[src/rtl/div_ctrl.sv]
// Multi-cycle signed 32-bit restoring divider controller.
// It sequences a shared external adder/subtractor through the sign fix-up and iteration steps.
module div_ctrl (
    input  logic        clock,
    input  logic        reset,
    input  logic        start,
    input  logic [31:0] dividend,
    input  logic [31:0] divisor,
    output logic [31:0] as_in1,
    output logic [31:0] as_in2,
    output logic        as_sub,
    input  logic [31:0] as_result,
    input  logic        as_ovf,
    output logic        busy,
    output logic        ready,
    output logic [31:0] quotient,
    output logic [31:0] remainder,
    output logic        div_by_zero
);

    typedef enum logic [2:0] {
        IDLE,
        NEG_A,
        NEG_B,
        ITER,
        FIX_Q,
        FIX_R,
        DONE,
        DZ
    } state_t;

    state_t      state;
    state_t      state_next;
    logic [31:0] a_reg;
    logic [31:0] b_reg;
    logic [31:0] r_reg;
    logic [31:0] q_reg;
    logic [4:0]  cnt;
    logic        sa;
    logic        sb;
    logic [31:0] rs;
    logic [31:0] qs;
    logic        borrow;
    logic        unused_ovf;

    assign unused_ovf = as_ovf;

    assign rs     = {r_reg[30:0], q_reg[31]};
    assign qs     = {q_reg[30:0], 1'b0};
    // Unsigned borrow of rs - b_reg without a 33rd adder bit.
    assign borrow = (~rs[31] & b_reg[31]) | (~(rs[31] ^ b_reg[31]) & as_result[31]);

    assign busy  = (state != IDLE);
    assign ready = (state == DONE) || (state == DZ);

    always_ff @(posedge clock) begin
        if (reset) begin
            state <= IDLE;
        end else begin
            state <= state_next;
        end
    end

    always_comb begin
        state_next = state;
        as_in1     = 32'd0;
        as_in2     = 32'd0;
        as_sub     = 1'b0;
        case (state)
            IDLE: begin
                if (start) begin
                    state_next = (divisor == 32'd0) ? DZ : NEG_A;
                end
            end
            NEG_A: begin
                as_in2     = a_reg;
                as_sub     = 1'b1;
                state_next = NEG_B;
            end
            NEG_B: begin
                as_in2     = b_reg;
                as_sub     = 1'b1;
                state_next = ITER;
            end
            ITER: begin
                as_in1 = rs;
                as_in2 = b_reg;
                as_sub = 1'b1;
                if (cnt == 5'd0) begin
                    state_next = FIX_Q;
                end
            end
            FIX_Q: begin
                as_in2     = q_reg;
                as_sub     = 1'b1;
                state_next = FIX_R;
            end
            FIX_R: begin
                as_in2     = r_reg;
                as_sub     = 1'b1;
                state_next = DONE;
            end
            DONE:    state_next = IDLE;
            DZ:      state_next = IDLE;
            default: state_next = IDLE;
        endcase
    end

    always_ff @(posedge clock) begin
        if (reset) begin
            a_reg       <= 32'd0;
            b_reg       <= 32'd0;
            r_reg       <= 32'd0;
            q_reg       <= 32'd0;
            cnt         <= 5'd0;
            sa          <= 1'b0;
            sb          <= 1'b0;
            quotient    <= 32'd0;
            remainder   <= 32'd0;
            div_by_zero <= 1'b0;
        end else begin
            case (state)
                IDLE: begin
                    if (start) begin
                        a_reg <= dividend;
                        b_reg <= divisor;
                        sa    <= dividend[31];
                        sb    <= divisor[31];
                        // Divide-by-zero results must already be visible in the DZ cycle.
                        if (divisor == 32'd0) begin
                            quotient    <= 32'd0;
                            remainder   <= dividend;
                            div_by_zero <= 1'b1;
                        end else begin
                            div_by_zero <= 1'b0;
                        end
                    end
                end
                NEG_A: begin
                    a_reg <= sa ? as_result : a_reg;
                    r_reg <= 32'd0;
                end
                NEG_B: begin
                    b_reg <= sb ? as_result : b_reg;
                    cnt   <= 5'd31;
                    q_reg <= a_reg;
                end
                ITER: begin
                    if (!borrow) begin
                        r_reg <= as_result;
                        q_reg <= qs | 32'd1;
                    end else begin
                        r_reg <= rs;
                        q_reg <= qs;
                    end
                    cnt <= cnt - 5'd1;
                end
                FIX_Q: quotient  <= (sa ^ sb) ? as_result : q_reg;
                FIX_R: remainder <= sa ? as_result : r_reg;
                default: ;
            endcase
        end
    end

endmodule

[config.mk]
export PLATFORM = sky130hd
export DESIGN_NAME = div_ctrl
export DESIGN_NICKNAME = d
export VERILOG_FILES = /design/src/rtl/div_ctrl.sv
export SDC_FILE = /design/constraint.sdc
export NUM_CORES = 1
export LEC_CHECK = 0
export ABC_CLOCK_PERIOD_IN_PS = 2630
export BUFFER_PORTS_ARGS = -buffer_cell sky130_fd_sc_hd__buf_2
export CAP_MARGIN = 20
export CORE_AREA = 2 2 175 177
export DETAILED_ROUTE_END_ITERATION = 8
export DIE_AREA = 0 0 177 179
export HOLD_SLACK_MARGIN = 0.03
export PLACE_DENSITY = 0.56
export SLEW_MARGIN = 25
export SYNTH_ARGS = -nofsm -noshare
export SYNTH_HDL_FRONTEND = slang
export SYNTH_SLANG_ARGS = --single-unit
export TNS_END_PERCENT = 50
[constraint.sdc]
create_clock -name clock -period 2.63 [get_ports clock]
set_clock_uncertainty 0.1 [all_clocks]
set_input_delay 0.526 -clock clock [delete_from_list [all_inputs] [get_ports clock]]
set_output_delay 0.526 -clock clock [all_outputs]
set_load 0.05 [all_outputs]
==> impl_metrics.tcl <==
set metrics [dict create \
    status "finished clean" \
    yosysUniqueCellTypes 41 \
    fill_cells 3035 \
    synthSimpleGateAreaFrac 0.1607 \
    dpl_cell_area_um2 12140 \
    slew_headroom 0.5595 \
    avgSynthCellArea_um2 8.338 \
    cts_tree "done" \
    final_common_cell "dfxtp_1" \
    grt_max_degree 116 \
    rows 64 \
    muxShareOfSynthArea 0.1240 \
    drt_pass1_iterations 5 \
    gp_congestion 0.8029 \
    finalSetupViolations 0 \
    synth_cells 1240 \
    post_synth_xor_area_fraction 0.0008471 \
    cap_violations 0 \
    worstPathMaxFanout 39 \
    power_density_nw_per_um2 660.5 \
    initial_utilization 0.3443 \
    leakage_uw 0.005296 \
    drt_iter0_drc 867 \
    hold-worst-slack_ns 0.1993 \
    synth_nets 1342 \
    die_w_um 177 \
    fin_crit_ns 2.563 \
    antenna_found_initial 1 \
    synth_top_family_by_area "compound AO/OA/AOI/OAI gates" \
    post-dp-hpwl_um 24520 \
    track_usage 0.2289 \
    slew_violations 0 \
    hold_depth 3 \
    ios 232 \
    synth_seq_area_share 0.3931 \
    clk_latency_ns 0.52 \
    clk_pin_slew_worst_paths_ns 0.06 \
    irDropWorstVdd_mv 0.3916 \
    grt.overflow.total 0 \
    grt_pass1_vias 9574 \
    period_share 0.9747 \
    h-tree-depth 1 \
    syn_area_um2 10340 \
    coreArea_um2 30030 \
    antenna_left 0 \
    final_cell_mix "dfxtp_1 (199), buf_2 (184), nor2_1 (137), nand2_1 (132), a211oi_1 (130)" \
    tns_ns 0 \
    multi_input_area_um2 5719 \
    num_vias 10359 \
    hold_path_class "primary input to register" \
    cts_root_buf "clkbuf_16" \
    regArea_um2 4074 \
    dieArea_um2 31680 \
    clkSinkCount 203 \
    port_buffers 230 \
    min_to "sa" \
    r2r-start "state[1]" \
    routed_wl_um 38040 \
    path_class "register to output pin" \
    wire_per_inst_um 20.55 \
    viasPerCell 5.596 \
    cp.required_ns 2.00 \
    worst_slew_pin_slew_ns 0.6607 \
    r2r_cells 8 \
    grt_pass1_wl_um 56890 \
    synthToLayoutAreaGrowth_pct 28.92 \
    reg2reg_to "remainder[24]" \
    clk_path_buf_depth 3 \
    synth_fa_ha_area_frac 0.002420 \
    fmax_mhz 390.1 \
    synth-compound-area-share 0.2543 \
    arrival_ns 1.94 \
    endpoint_kind "output pin" \
    drc_errors 0 \
    final_area_um2 13330 \
    numCtsBuffers 24 \
    hp-start "dividend[31]" \
    drive_above_1_share 0.2490 \
    yosys_warnings 0 \
    die_h_um 179 \
    synth-seq-cells 203 \
    timing_hold_violations_final 0 \
    nets 1538 \
    worst-r2r-setup-slack_ns 0.54 \
    setup.worst_path.start_class "register" \
]
metal layers:
layer	up-vias	global-route usage	part of all wire	wire (um)
li1	4930	-	-	-
met1	5009	0.3203	0.45	17230
met2	391	0.3724	0.46	17660
met3	29	0.03372	0.068	2583
met4	0	0.04993	0.015	570
met5	-	0	0	0
where the power goes:
group | switching (uW) | total, uW | internal, uW
Sequential | 197 | 3500 | 3300
Combinational | 1260 | 1960 | 699
Clock | 1340 | 3350 | 2000
synth_stat cells:
cell type	n	area (um2)
a211oi_2	1	12.51
mux2i_1	127	1271
o21ai_1	1	5.000
ha_1	2	25.02
o211a_1	1	10.01
nor2_1	138	518.0
or3b_2	1	8.760
a311oi_1	33	289.0
nor4_1	8	50.05
a211oi_1	130	975.9
o21bai_1	1	7.510
buf_6	2	22.52
a21o_1	2	15.01
xor2_1	1	8.760
mux2_2	1	11.26
a221oi_1	33	289.0
nor3_2	2	20.02
buf_8	3	45.04
nand4_1	2	12.51
nor3_4	2	32.53
buf_1	14	52.55
dfxtp_1	203	4064
a21oi_1	68	340.3
and2_1	5	31.28
nand2_1	135	506.7
o221ai_1	1	8.760
a31oi_1	1	6.260
a22oi_1	64	480.5
nor3_1	2	10.01
nand3_1	5	25.02
nand2b_1	2	12.51
nor3b_1	2	15.01
and3_1	31	193.9
clkbuf_1	97	364.1
buf_2	9	45.04
or2_1	1	6.260
nand2_2	1	6.260
inv_1	37	138.9
o21ai_0	36	180.2
nor2b_1	34	212.7
a2111oi_0	1	8.760
critical path, cell delays in order (launching register included):
cell	delay (ns)
dfxtp_4	0.41
nor3b_4	0.29
buf_12	0.26
a22oi_1	0.10
nand2_1	0.18
buf_12	0.16
worst max-delay path by stage:
| stage | from | endpoint | slack (ns) | cells after the start |
|---|---|---|---|---|
| 6_report | state[0] | as_in2[31] | 0.07 | 5 |
| 2_1_floorplan | state[1] | as_in2[13] | 0.12 | 8 |
| 3_5_place_dp | divisor[28] | remainder[18] | -0.03 | 10 |
| 4_1_cts | state[2] | as_in2[25] | 0.02 | 6 |
| 5_1_grt | state[2] | as_in2[19] | -0.006 | 6 |
| 3_3_place_gp | divisor[28] | remainder[16] | 0.004 | 10 |
what timing repair did:
item                                    in CTS  in global routing
cloned                                       2                  3
hold buffers                                 0                  0
endpoints found under the setup margin      64                 43
resized for setup                           45                 22
setup buffers                                8                  1
pin swaps                                    0                  3
area by class of cell:
type,count,share of cell area
clock buffer,37,0.05482
sequential,203,0.3056
antenna,1,0.0001877
clock inverter,7,0.004506
timing repair buffer,295,0.1582
inverter,37,0.01042
tap,396,0.03717
multi-input combinational,875,0.4291
per-stage QoR:
stage | setup WS [ns] | cells | total power (uW) | util
3_5_place_dp | -0.03286 | 1792 | 5400 | 0.4041
6_report | 0.06658 | 1851 | 8804 | 0.4439
3_3_place_gp | 0.004438 | 1792 | 5374 | 0.4041
5_1_grt | -0.006130 | 1851 | 9182 | 0.4439
4_1_cts | 0.01619 | 1846 | 8849 | 0.4389
2_1_floorplan | 0.1153 | 1240 | 4739 | -
logic make-up (layout without fill, tap and decap cells):
| family | Yosys count | in the layout |
|---|---|---|
| AOI/OAI and AO/OA | 373 | 373 |
| xor gates and xnor gates | 1 | 1 |
| adders and majority gates | 2 | 2 |
| buffers and inverters | 162 | 376 |
| DFF | 203 | 203 |
| muxes | 128 | 128 |
| other | 0 | 1 |
| and+or+nand+nor | 371 | 371 |
No activity file was read; power rests on OpenSTA's default activity.
